File: config.mk
export PLATFORM = sky130hd
export DESIGN_NAME = yl3_shift_chain
export DESIGN_NICKNAME = d
export VERILOG_FILES = /design/src/rtl/yl3_shift_chain.sv
export SDC_FILE = /design/constraint.sdc
export NUM_CORES = 1
export LEC_CHECK = 0
export ABC_AREA = 1
export ABC_CLOCK_PERIOD_IN_PS = 2450
export BUFFER_PORTS_ARGS = -buffer_cell sky130_fd_sc_hd__buf_4
export CELL_PAD_IN_SITES_DETAIL_PLACEMENT = 2
export CELL_PAD_IN_SITES_GLOBAL_PLACEMENT = 2
export CORE_MARGIN = 3
export CORE_UTILIZATION = 33
export CTS_CLUSTER_SIZE = 10
export DETAILED_ROUTE_END_ITERATION = 7
export PLACE_DENSITY = 0.9
export SLEW_MARGIN = 30
export SYNTH_ARGS = -nofsm -noshare
export SYNTH_HDL_FRONTEND = slang
export SYNTH_SLANG_ARGS = --single-unit
export TNS_END_PERCENT = 100
File: constraint.sdc
create_clock -name CLK -period 2.45 [get_ports CLK]
set_clock_uncertainty 0.2 [all_clocks]
set_input_delay 0.245 -clock CLK [delete_from_list [all_inputs] [get_ports CLK]]
set_output_delay 0.245 -clock CLK [all_outputs]
set_load 0.01 [all_outputs]
File: src/rtl/yl3_shift_chain.sv
// Serial driver for a daisy chain of NUM_REGS 74HC595s: shifts one word per transfer, then
// strobes RCLK. Optional /OE control is compiled in with `define YL3_OE_CTRL_EN.
module yl3_shift_chain #(
  parameter int unsigned NUM_REGS  = 2,
  parameter int unsigned SETUP_CYC = 7,
  parameter int unsigned PULSE_CYC = 6,
  parameter int unsigned CNT_W     = 4
) (
  input  logic                    CLK,
  input  logic                    RST,
  input  logic [8*NUM_REGS-1:0]   DATA_IN,
  input  logic                    LSB_FIRST,
  input  logic                    EN_IN,
`ifdef YL3_OE_CTRL_EN
  input  logic                    BLANK,
  output logic                    OE_N,
`endif
  output logic                    RDY,
  output logic                    DONE,
  output logic                    RCLK,
  output logic                    SRCLK,
  output logic                    SER_OUT
);

  localparam int unsigned W     = 8 * NUM_REGS;
  localparam int unsigned BIT_W = $clog2(W);

  localparam logic [CNT_W-1:0] SETUP_LAST = CNT_W'(SETUP_CYC - 1);
  localparam logic [CNT_W-1:0] PULSE_LAST = CNT_W'(PULSE_CYC - 1);
  localparam logic [BIT_W-1:0] BIT_LAST   = BIT_W'(W - 1);

  typedef enum logic [2:0] {
    StIdle,
    StBitSetup,
    StBitHigh,
    StLatSetup,
    StLatHigh
  } state_e;

  state_e           state_q, state_d;
  logic [CNT_W-1:0] tcnt_q, tcnt_d;
  logic [BIT_W-1:0] bcnt_q, bcnt_d;
  logic [W-1:0]     shreg_q, shreg_d;
  logic             lsb_q, lsb_d;
  logic             ser_q, ser_d;
  logic             srclk_q, srclk_d;
  logic             rclk_q, rclk_d;
  logic             rdy_q, rdy_d;
  logic             done_q, done_d;

  always_comb begin
    state_d = state_q;
    tcnt_d  = tcnt_q;
    bcnt_d  = bcnt_q;
    shreg_d = shreg_q;
    lsb_d   = lsb_q;
    ser_d   = ser_q;
    srclk_d = srclk_q;
    rclk_d  = rclk_q;
    rdy_d   = rdy_q;
    done_d  = 1'b0;

    unique case (state_q)
      StIdle: begin
        rdy_d = 1'b1;
        if (EN_IN) begin
          shreg_d = DATA_IN;
          lsb_d   = LSB_FIRST;
          rdy_d   = 1'b0;
          bcnt_d  = '0;
          tcnt_d  = '0;
          ser_d   = LSB_FIRST ? DATA_IN[0] : DATA_IN[W-1];
          state_d = StBitSetup;
        end
      end

      StBitSetup: begin
        if (tcnt_q == SETUP_LAST) begin
          tcnt_d  = '0;
          srclk_d = 1'b1;
          state_d = StBitHigh;
        end else begin
          tcnt_d = tcnt_q + CNT_W'(1);
        end
      end

      StBitHigh: begin
        if (tcnt_q == PULSE_LAST) begin
          tcnt_d  = '0;
          srclk_d = 1'b0;
          if (bcnt_q < BIT_LAST) begin
            // Next bit is presented on the same edge SRCLK falls.
            bcnt_d  = bcnt_q + BIT_W'(1);
            shreg_d = lsb_q ? (shreg_q >> 1) : (shreg_q << 1);
            ser_d   = lsb_q ? shreg_q[1] : shreg_q[W-2];
            state_d = StBitSetup;
          end else begin
            ser_d   = 1'b0;
            state_d = StLatSetup;
          end
        end else begin
          tcnt_d = tcnt_q + CNT_W'(1);
        end
      end

      StLatSetup: begin
        if (tcnt_q == SETUP_LAST) begin
          tcnt_d  = '0;
          rclk_d  = 1'b1;
          state_d = StLatHigh;
        end else begin
          tcnt_d = tcnt_q + CNT_W'(1);
        end
      end

      StLatHigh: begin
        if (tcnt_q == PULSE_LAST) begin
          tcnt_d  = '0;
          rclk_d  = 1'b0;
          done_d  = 1'b1;
          rdy_d   = 1'b1;
          state_d = StIdle;
        end else begin
          tcnt_d = tcnt_q + CNT_W'(1);
        end
      end

      default: begin
        state_d = StIdle;
        tcnt_d  = '0;
        srclk_d = 1'b0;
        rclk_d  = 1'b0;
        ser_d   = 1'b0;
        rdy_d   = 1'b1;
      end
    endcase
  end

  // A reset mid-transfer drops the partial shift without an RCLK strobe, so the 595
  // outputs keep the last completed word.
  always_ff @(posedge CLK) begin
    if (RST) begin
      state_q <= StIdle;
      tcnt_q  <= '0;
      bcnt_q  <= '0;
      shreg_q <= '0;
      lsb_q   <= 1'b0;
      ser_q   <= 1'b0;
      srclk_q <= 1'b0;
      rclk_q  <= 1'b0;
      rdy_q   <= 1'b1;
      done_q  <= 1'b0;
    end else begin
      state_q <= state_d;
      tcnt_q  <= tcnt_d;
      bcnt_q  <= bcnt_d;
      shreg_q <= shreg_d;
      lsb_q   <= lsb_d;
      ser_q   <= ser_d;
      srclk_q <= srclk_d;
      rclk_q  <= rclk_d;
      rdy_q   <= rdy_d;
      done_q  <= done_d;
    end
  end

  assign RDY     = rdy_q;
  assign DONE    = done_q;
  assign RCLK    = rclk_q;
  assign SRCLK   = srclk_q;
  assign SER_OUT = ser_q;

`ifdef YL3_OE_CTRL_EN
  // Outputs stay blanked until a full word has been latched after reset.
  logic armed_q;
  logic oe_n_q;

  always_ff @(posedge CLK) begin
    if (RST) begin
      armed_q <= 1'b0;
      oe_n_q  <= 1'b1;
    end else begin
      if (done_d) begin
        armed_q <= 1'b1;
      end
      oe_n_q <= (armed_q || done_d) ? BLANK : 1'b1;
    end
  end

  assign OE_N = oe_n_q;
`endif

endmodule

# Word-level counts from Yosys, hierarchy flattened
# Cells that the tools add are included.
dict set report totals {
  register_bits 33
  latchBits 0
  ram_bits 0
  mem_bits_ro 0
  inputBits 20
  output_inout_bits 5
  mem_count 0
}
dict set report classes {
  n_addsub 2
  multipliers 0
  div 0
  order_cmp 1
  eq_ne 12
  shifts 0
  muxes 33
  bitwise_logic 5
  n_reduce_logical 16
}
# operator n
set ops {}
lappend ops {{16-bit 2-to-1 mux} 4}
lappend ops {{16-bit one-hot mux with 2 select lines} 1}
lappend ops {{4-bit 2-to-1 mux} 5}
lappend ops {{3-bit 2-to-1 mux} 5}
lappend ops {{3-bit one-hot mux with 5 select lines} 1}
lappend ops {{2-bit != test, second input constant} 6}
lappend ops {{1-bit one-hot mux with 3 select lines} 4}
lappend ops {{4-bit one-hot mux with 3 select lines} 1}
lappend ops {{3-bit OR reduction} 4}
lappend ops {{1-bit 2-to-1 mux} 10}
lappend ops {{3-bit AND reduction} 3}
lappend ops {{4-bit by 1-bit adder with 4-bit output, second input constant} 2}
lappend ops {{4-bit by 3-bit equality test with 1-bit output, second input constant} 2}
lappend ops {{4-bit one-hot mux with 2 select lines} 1}
lappend ops {{3-bit by 2-bit equality test with 1-bit output, second input constant} 2}
lappend ops {{2-bit OR reduction} 3}
lappend ops {{1-bit inverter} 5}
lappend ops {{5-bit AND reduction} 1}
lappend ops {{4-bit < comparator, second input constant} 1}
lappend ops {{2-bit AND reduction} 2}
lappend ops {{4-bit AND reduction} 1}
lappend ops {{3-bit by 1-bit equality test with 1-bit output, second input constant} 1}
lappend ops {{3-bit equality test, second input constant} 1}
lappend ops {{3-bit zero test} 1}
lappend ops {{2 further kinds} 2}

# Depth between registers and ports, before layout
# Gate-level depths: netlist (run 1).
dict set report depth {
  depth_word 4
  mapped_depth 10
}

# Worst setup path after synthesis (run 1)
# Ideal clock, no wire load.
dict set report synth_path {
  path_kind {reg-to-reg}
  from {register bcnt_q[0]}
  to {register shreg_q[10]}
  t_arrival_ns 1.335
  setup_slack_ns 0.850
  stages_incl_launch_ff 9
  path_buffers 1
  synth_period_minus_slack_ns 1.600
  cell_sequence {dfxtp_1 ha_1 nand3_1 o21ai_4 inv_2 nand3_2 buf_4 nor2_1 nor2_1}
}
dict set report synth_between {
  elab_chain_len 3
}
# item line_no
set synth_rtl {}
lappend synth_rtl {{from (decl)} 42} ;# logic [BIT_W-1:0] bcnt_q, bcnt_d;
lappend synth_rtl {{from (signal assigned)} 156} ;# bcnt_q <= bcnt_d;
lappend synth_rtl {{4-bit < comparator} 91} ;# if (bcnt_q < BIT_LAST) begin
lappend synth_rtl {{2-bit != test (no line)} n/a}
lappend synth_rtl {{4-bit AND reduction (no line)} n/a}
lappend synth_rtl {{to (signal assigned)} 157} ;# shreg_q <= shreg_d;
lappend synth_rtl {{to (decl)} 43} ;# logic [W-1:0] shreg_q, shreg_d;
# No other way between the ends.
# A chain may end at the register's enable or synchronous reset.

# Final worst setup path (run 1)
dict set report layout_path {
  from {register tcnt_q[0]}
  to {register shreg_q[15]}
}
dict set report layout_between {
  elab_chain_len 3
}
# item line_no
set layout_rtl {}
lappend layout_rtl {{from (decl)} 41} ;# logic [CNT_W-1:0] tcnt_q, tcnt_d;
lappend layout_rtl {{from (signal assigned)} 155} ;# tcnt_q <= tcnt_d;
lappend layout_rtl {{4-bit by 3-bit equality test with 1-bit output} 88} ;# if (tcnt_q == PULSE_LAST) begin
lappend layout_rtl {{2-bit != test (no line)} n/a}
lappend layout_rtl {{4-bit AND reduction (no line)} n/a}
# No other way between the ends.

==> impl_metrics.yaml, run 1 <==
yosys:
  synth_top_cells_by_count: "nand2_1, nor2_1, dfxtp_1, a21oi_1, inv_1"
  synth_cell_types: 28
  yosysTopAreaCellShare_pct: 35.3
  synth.most_common_cell: "nand2_1"
  yosys_warnings: 0
  synthTopCellsByArea: "dfxtp_1, nand2_1, nor2_1"
  netlist.top_cell.by_area: "dfxtp_1"
  synth_flop_cell: "dfxtp_1"
  ys_ff_latch: 33
  synth_edf_count: 0
  syn_area_per_cell_um2: 6.66
  synthArstFlopShare_pct: 0
  syn_inst: 281
  syn-num-nets: 302
  synth_seq_area_share_pct: 35.3
  syn_area_um2: 1870
clock_network:
  ctsRootBufferMaster: "clkbuf_8"
  ctsResizeCount: 0
  cts_tree: "yes"
  clk_latency_ps: 300
  clk_path_buf_depth: 2
  holdBufCountCts: 1
  post_cts_buffers: 0
  cts-buffers-inserted: 5
  cts.htree.levels: 2
  path_clk_slew_ps: 70
  clkSinkCount: 33
setup_path:
  cp.depth: 7
  path_buf_inv: 0
  setup.worst_path.end_class: "flip-flop"
  r2r_cells: 7
  reg2reg_slack_ps: 330
  rr_endpoint: "shreg_q[15]"
  worstPathArrival_ps: 2100
  crit_family: "simple AND/OR/NAND/NOR gates"
  cpPeakStageDelay_ps: 460
  crit_path_start_kind: "flip-flop"
  rr_startpoint: "tcnt_q[0]"
  slowest_stage: "dfxtp_1"
  crit_end: "shreg_q[15]"
  critPathMaxFanout: 21
  crit_path_cell_trace: "nand4_1, nand2_4, nand2_4, nor2_4, nand2_1, nand2_1, nor2_1"
  startpoint: "tcnt_q[0]"
  worstPathRequired_ps: 2430
  path_class: "flip-flop to flip-flop"
place:
  dpl.hpwl_um: 4280
  pre_cts_slack_ps: 373
  numPortBuffers: 24
  place_congestion: 0.784
  place_area_um2: 2080
drt:
  ant_nets: 0
  wirelength_met1_um: 2790
  via_count: 1940
  drt_first_pass_iters: 4
  wl_um: 6240
  wl_met2_um: 3160
  wl_per_cell_um: 16.7
  route.detailed.drc: 0
  topRoutingLayerUsed: "met4"
  drt_iter0_markers: 89
  routed-wl-met3_um: 171
  vias_per_cell: 5.20
global_route:
  first_global_vias: 2107
  grt_antenna_before_repair: 0
  grt_use_total_pct: 21.3
  grt_max_degree: 37
  grt_pass1_wl_um: 10600
  grt-ovfl-total: 0
power:
  peakVddDrop_mv: 0.333
  powerDensity_nw_per_um2: 1180
  p_leak_nw: 0.999
cells_and_area:
  syn_to_final_growth_pct: 16.5
  diodes: 0
  fillers: 659
  layout.nets: 324
  drive_gt1_share_pct: 16.5
  stdcell_area_um2: 2180
die:
  dieArea_um2: 6610
  num_rows: 26
  die_h_um: 81.3
  core_um2: 5300
  io_pins: 25
  start_util_pct: 35.3
  die_w_um: 81.3
flow_run:
  cap_violations: 0
sta:
  worstMarginPinSlew_ps: 769
  period_minus_slack_ps: 2120
  finalMaxSlewViolations: 0
  fin_crit_sh_pct: 86.5
  slew_headroom_pct: 48.7
  fin_tns_setup_ps: 0
  clock.fmax_ghz: 0.472
  fin_ws_ps: 331
  hold_viol_final: 0
  setup_violations: 0
  rsz0062_at_grt: "no"
hold_path:
  hp-class: "input port to flip-flop"
  hp-start: "LSB_FIRST"
  min_path_cells: 3
run_status:
  outcome: "finished clean"
-- registers in the layout, indices dropped and copies added, names as in the netlist --
| signal | flops |
|---|---|
| DONE | 1 |
| state_q | 3 |
| RDY | 1 |
| shreg_q | 16 |
| tcnt_q | 4 |
| SER_OUT | 1 |
| RCLK | 1 |
| bcnt_q | 4 |
| lsb_q | 1 |
| SRCLK | 1 |
-- report_power, final --
group	leakage [nW]	total [W]	internal, W	switching, W
sequential	0.272	0.000888	0.000720	0.000168
clock	0.0443	0.000436	0.000223	0.000213
combinational	0.683	0.00125	0.000411	0.000842
total	0.999	0.00258	0.00135	0.00122
-- worst min-delay path by stage --
stage                        to
global placement            RDY
finish                    lsb_q
global route        shreg_q[10]
CTS                       lsb_q
floorplan                 lsb_q
detailed placement          RDY
-- layout by cell type (no fill, tap or decap), types with 6 or more instances in the layout --
cell / n
o21ai_0: 13
dfxtp_1: 33
inv_1: 19
nand2_1: 64
clkbuf_8: 6
nor2_1: 48
a21oi_1: 21
nand3_1: 11
a21o_1: 13
o21ai_1: 17
buf_4: 26
-- metal layers --
layer	up-vias	global-route usage (%)
li1	954	-
met1	941	25.6
met2	34	37.6
met3	11	3.33
met4	0	8.11
met5	-	0
-- logic make-up after synthesis --
logic type,after synthesis,synth area share (%)
buffers and inverters,34,8.16
flip-flops,33,35.3
adder cells (fa/ha/maj),1,0.669
AND/OR/NAND/NOR,142,33.4
XOR/XNOR,2,0.937
AO/OA/AOI/OAI,69,21.5
-- layout make-up --
cell class / count / area, um2 / area share, %
clock buffers: 7 / 86.3 / 3.96
inverters: 22 / 82.6 / 3.79
multi-input cells: 214 / 1060 / 48.5
flip-flops and latches: 33 / 661 / 30.3
well taps: 70 / 87.6 / 4.02
repair buffers: 27 / 205 / 9.41
-- tightest hold or removal path: stages --
cell and delay [ps]:
buf_4 100, o21ai_0 80, a21oi_1 110
-- through the flow --
step | total power (W) | hold slack (ps) | util [%] | std cells
after CTS | 0.00261 | 72.1 | 41.1 | 373
after global placement | 0.00206 | 249 | 39.3 | 365
after floorplan | 0.00182 | 236 | - | 281
final | 0.00258 | 72.0 | 41.1 | 373
after detailed placement | 0.00214 | 264 | 39.3 | 365
after global routing | 0.00283 | 85.6 | 41.1 | 373
Note: power is estimated with default switching activity, not from simulation.
==> run 2: changes to the inputs <==
--- a/config.mk
+++ b/config.mk
@@ -5,14 +5,12 @@
 export SDC_FILE = /design/constraint.sdc
 export NUM_CORES = 1
 export LEC_CHECK = 0
-export ABC_AREA = 1
 export ABC_CLOCK_PERIOD_IN_PS = 2450
 export BUFFER_PORTS_ARGS = -buffer_cell sky130_fd_sc_hd__buf_4
 export CELL_PAD_IN_SITES_DETAIL_PLACEMENT = 2
 export CELL_PAD_IN_SITES_GLOBAL_PLACEMENT = 2
 export CORE_MARGIN = 3
-export CORE_UTILIZATION = 33
-export CTS_CLUSTER_SIZE = 10
+export CORE_UTILIZATION = 36
 export DETAILED_ROUTE_END_ITERATION = 7
 export PLACE_DENSITY = 0.9
 export SLEW_MARGIN = 30
==> impl_metrics.yaml, run 2 <==
flow_run:
  cap_violations: 0
die:
  dieArea_um2: 5740
  start_util_pct: 38.6
  num_rows: 24
  core_um2: 4530
  die_w_um: 75.7
  die_h_um: 75.7
  io_pins: 25
cells_and_area:
  reg_top3: "shreg_q (16), bcnt_q (4), tcnt_q (4)"
  final_cell_mix: "nand2_1, dfxtp_1, buf_4"
  diodes: 0
  fillers: 521
  layout.nets: 248
  drive_gt1_share_pct: 19.3
  regArea_um2: 661
  layout_commonest_cell: "nand2_1"
  multi_input_area_um2: 1010
  regMostFlops: "shreg_q"
  syn_to_final_growth_pct: 17.4
  final_core_util_pct: 45.3
  largest_register_ffs: 16
clock_network:
  cts-buffers-inserted: 5
  cts_tree: "yes"
  post_cts_buffers: 0
  path_clk_slew_ps: 70
  cts.htree.levels: 2
  ctsResizeCount: 0
  clk_path_buf_depth: 2
  ctsRootBufferMaster: "clkbuf_8"
  clk_latency_ps: 280
  holdBufCountCts: 0
  clkSinkCount: 33
drt:
  route.detailed.drc: 0
  wl_um: 5410
  drt_iter0_markers: 61
  vias_per_cell: 5.65
  drt_first_pass_iters: 4
  ant_nets: 0
  wl_per_cell_um: 18.5
  via_count: 1656
yosys:
  yosys_warnings: 0
  synth_cell_types: 43
  synth_compound_area_share_pct: 21.9
  synth_top_cells_by_count: "nand2_1, dfxtp_1, a21oi_1, mux2i_1"
  synthMuxAreaShare_pct: 9.86
  yosysTopAreaCellShare_pct: 37.7
  syn-num-nets: 228
  synth.most_common_cell: "nand2_1"
  synth_xor_area_share_pct: 3.00
  yosys.area_share.adder_pct: 0.715
  synthSimpleGateAreaFrac_pct: 22.0
  syn_area_um2: 1750
  ys_ff_latch: 33
  synth_seq_area_share_pct: 37.7
  synthArstFlopShare_pct: 0
  synthTopCellsByArea: "dfxtp_1, mux2i_1, nand2_1"
  synth_edf_count: 0
  netlist.top_cell.by_area: "dfxtp_1"
  synth_top_family_by_area: "simple AND/OR/NAND/NOR gates"
  syn_inst: 207
  synth_flop_cell: "dfxtp_1"
  syn_area_per_cell_um2: 8.46
setup_path:
  path_buf_inv: 0
  path_class: "flip-flop to flip-flop"
  worstPathArrival_ps: 2100
  worstPathRequired_ps: 2430
  cpPeakStageDelay_ps: 600
  critPathMaxFanout: 20
  crit_path_cell_trace: "nor3b_4, a31o_2, nor2_1, a311oi_1"
  slowest_stage: "dfxtp_1"
  setup.worst_path.end_class: "flip-flop"
  crit_family: "compound AO/OA/AOI/OAI gates"
  crit_path_start_kind: "flip-flop"
place:
  numPortBuffers: 24
  dpl.hpwl_um: 3600
  place_congestion: 0.792
power:
  p_leak_nw: 0.704
  powerDensity_nw_per_um2: 556
  peakVddDrop_mv: 0.306
  power.total_w: 0.00114
global_route:
  grt_pass1_wl_um: 8990
  grt_antenna_before_repair: 0
  grt_use_total_pct: 21.1
  grt_max_degree: 29
  first_global_vias: 1738
  grt-ovfl-total: 0
hold_path:
  hp-class: "input port to flip-flop"
sta:
  fin_crit_sh_pct: 86.4
  setup_violations: 0
  worstMarginPinSlew_ps: 626
  finalMaxSlewViolations: 0
  period_minus_slack_ps: 2120
  rsz0062_at_grt: "no"
  clock.fmax_ghz: 0.472
  slew_headroom_pct: 58.2
  fin_tns_setup_ps: 0
  hold_viol_final: 0
run_status:
  outcome: "finished clean"
==> run 2: final cells by class <==
type                    instances  area share [%]
well taps                      65            3.96
inverters                       2           0.365
repair buffers                 29            10.6
flip-flops and latches         33            32.2
multi-input cells             156            49.0
clock buffers                   8            3.90
==> run 2: stage by stage <==
step           worst slack (ps)  hold slack, ps  instances  area (um2)
3_5_place_dp                424             254        285        1970
2_1_floorplan               771             192        207        1750
3_3_place_gp                562             251        285        1970
6_report                    333            62.7        293        2050
4_1_cts                     336            63.7        293        2050
5_1_grt                     190            66.6        293        2050
==> run 2: layer usage <==
layer	part of all wire, %	global-route usage, %	up-vias
met5	0	0	-
met4	1.7	7.18	0
met3	2.9	3.69	10
met2	48	34.4	36
met1	47	27.9	822
li1	-	-	788
==> run 2: worst reg2reg max path, delay by kind of cell, from the launching register on <==
family	cells	cell delay, ps
flops	1	600
compound gates	2	770
simple gates	2	450
==> run 2: kinds of logic (layout without fill, tap and decap cells) <==
kind of cell / after synthesis / after routing
simple gates: 76 / 76
compound gates: 56 / 56
flops: 33 / 33
buf+inv: 18 / 39
mux: 17 / 17
xor+xnor: 6 / 6
fa+ha+maj: 1 / 1
==> run 2: final timing paths <==
check / from / endpoint / slack, ps / depth (start not counted)
min reg2reg: RCLK / RCLK / 260 / 2
min: DATA_IN[11] / shreg_q[11] / 60 / 3
max reg2reg: state_q[1] / shreg_q[15] / 330 / 4
max: state_q[1] / shreg_q[15] / 330 / 4
==> run 2: power by group <==
group	switching, W	internal (W)
registers	0.0000296	0.000561
clock network	0.000199	0.000202
logic	0.0000769	0.0000727
==> run 3: changes to the inputs <==
--- a/config.mk
+++ b/config.mk
@@ -9,6 +9,7 @@
 export BUFFER_PORTS_ARGS = -buffer_cell sky130_fd_sc_hd__buf_4
 export CELL_PAD_IN_SITES_DETAIL_PLACEMENT = 2
 export CELL_PAD_IN_SITES_GLOBAL_PLACEMENT = 2
+export CORE_ASPECT_RATIO = 0.8
 export CORE_MARGIN = 3
 export CORE_UTILIZATION = 36
 export DETAILED_ROUTE_END_ITERATION = 7
==> impl_metrics.yaml, run 3 (synthesis results as in run 2) <==
power:
  p_sw_w: 0.000323
  peakVddDrop_mv: 0.240
  power.total_w: 0.00118
  comb_power_share_pct: 12.7
  p_leak_nw: 0.704
  swShare_pct: 27.4
  pwr-share-seq_pct: 50.1
  powerDensity_nw_per_um2: 577
  p_int_w: 0.000857
  clkPwrFrac_pct: 37.2
setup_path:
  cpPeakStageDelay_ps: 590
  path_class: "flip-flop to flip-flop"
  crit_path_start_kind: "flip-flop"
  crit_path_cell_trace: "nor3b_4, a31o_2, o211ai_1, a21oi_1"
  worstPathRequired_ps: 2470
  critPathMaxFanout: 20
  slowest_stage: "dfxtp_1"
  setup.worst_path.end_class: "flip-flop"
  worstPathArrival_ps: 2060
  path_buf_inv: 0
  crit_family: "compound AO/OA/AOI/OAI gates"
cells_and_area:
  layout_commonest_cell: "nand2_1"
  largest_register_ffs: 16
  regMostFlops: "shreg_q"
  fillers: 544
  layout.nets: 247
  diodes: 0
  instances_no_fill: 286
  syn_to_final_growth_pct: 16.9
  drive_gt1_share_pct: 19.5
  final_cell_mix: "nand2_1, dfxtp_1, buf_4"
  reg_top3: "shreg_q (16), bcnt_q (4), tcnt_q (4)"
die:
  die_h_um: 68.4
  die_w_um: 84.0
  num_rows: 22
  core_um2: 4650
  start_util_pct: 37.6
  dieArea_um2: 5740
  io_pins: 25
run_status:
  outcome: "finished clean"
sta:
  fin_crit_sh_pct: 83.3
  period_minus_slack_ps: 2040
  slew_headroom_pct: 64.7
  fin_ws_ps: 409
  setup_violations: 0
  worstMarginPinSlew_ps: 528
  fin_tns_setup_ps: 0
  rsz0062_at_grt: "no"
  finalMaxSlewViolations: 0
  hold_viol_final: 0
  clock.fmax_ghz: 0.490
  hold_slack_ps: 22.3
place:
  pre_cts_slack_ps: 459
  dpl.cell_count: 279
  numPortBuffers: 24
  place_congestion: 0.781
  dpl.hpwl_um: 3580
hold_path:
  hp-class: "input port to flip-flop"
global_route:
  grt_use_total_pct: 19.6
  first_global_vias: 1655
  grt_max_degree: 35
  grt_antenna_before_repair: 0
  grt_pass1_wl_um: 8740
  grt-ovfl-total: 0
clock_network:
  clk_path_buf_depth: 2
  cts-buffers-inserted: 5
  clkSinkCount: 33
  ctsRootBufferMaster: "clkbuf_8"
  post_cts_buffers: 0
  clk_latency_ps: 300
  cts_tree: "yes"
  holdBufCountCts: 0
  cts.htree.levels: 2
  path_clk_slew_ps: 70
  ctsResizeCount: 0
flow_run:
  cap_violations: 0
drt:
  ant_nets: 0
  route.detailed.drc: 0
  vias_per_cell: 5.66
  wl_per_cell_um: 19.1
  wl_um: 5470
  drt_iter0_markers: 89
  drt_first_pass_iters: 4
  via_count: 1618
run 3: changes by cell type in the layout (fill, tap and decap cells not counted), sizes merged:
| cell | delta |
|---|---|
| buf | -1 |
| clkbuf | -1 |
run 3: power groups by stage:
stage | combinational, W | clock, W | sequential, W
final | 0.000150 | 0.000440 | 0.000592
after global routing | 0.000165 | 0.000462 | 0.000595
after CTS | 0.000150 | 0.000444 | 0.000591
after detailed placement | 0.000147 | 0 | 0.000602
after global placement | 0.000142 | 0 | 0.000600
after floorplan | 0.000100 | 0 | 0.000589
run 3: through the flow:
stage               instance area [um2]  util (%)
floorplan                          1750         -
global placement                   1960      42.1
detailed placement                 1960      42.1
CTS                                2050      44.0
global route                       2050      44.0
finish                             2050      44.0
run 3: metal layers:
metal  up-vias  wire length [um]  share of wire [%]  track usage, %
met5         -                 0                  0               0
met4         0                52               0.95            4.22
met3         6               160                2.9            5.17
met2        23              2590                 47            33.6
met1       805              2660                 49            25.1
li1        784                 -                  -               -
run 3: final timing paths:
path                                   from           to  slack [ps]  cells after the start
worst max-delay path             state_q[1]   shreg_q[8]         410                      4
worst max register to register   state_q[1]   shreg_q[8]         410                      4
worst min-delay path              LSB_FIRST        lsb_q          20                      3
worst min register to register  shreg_q[12]  shreg_q[12]         290                      2
run 3: worst reg2reg max path, stage by stage (launching register included):
cell and delay (ps):
dfxtp_1 590, nor3b_4 320, a31o_2 500, o211ai_1 190, a21oi_1 170
run 3: layout make-up:
class | count | area [um2] | area share, %
sequential | 33 | 661 | 32.3
timing repair buffer | 28 | 210 | 10.3
clock buffer | 7 | 86.3 | 4.22
tap | 60 | 75.1 | 3.67
inverter | 2 | 7.51 | 0.367
multi-input combinational | 156 | 1010 | 49.2
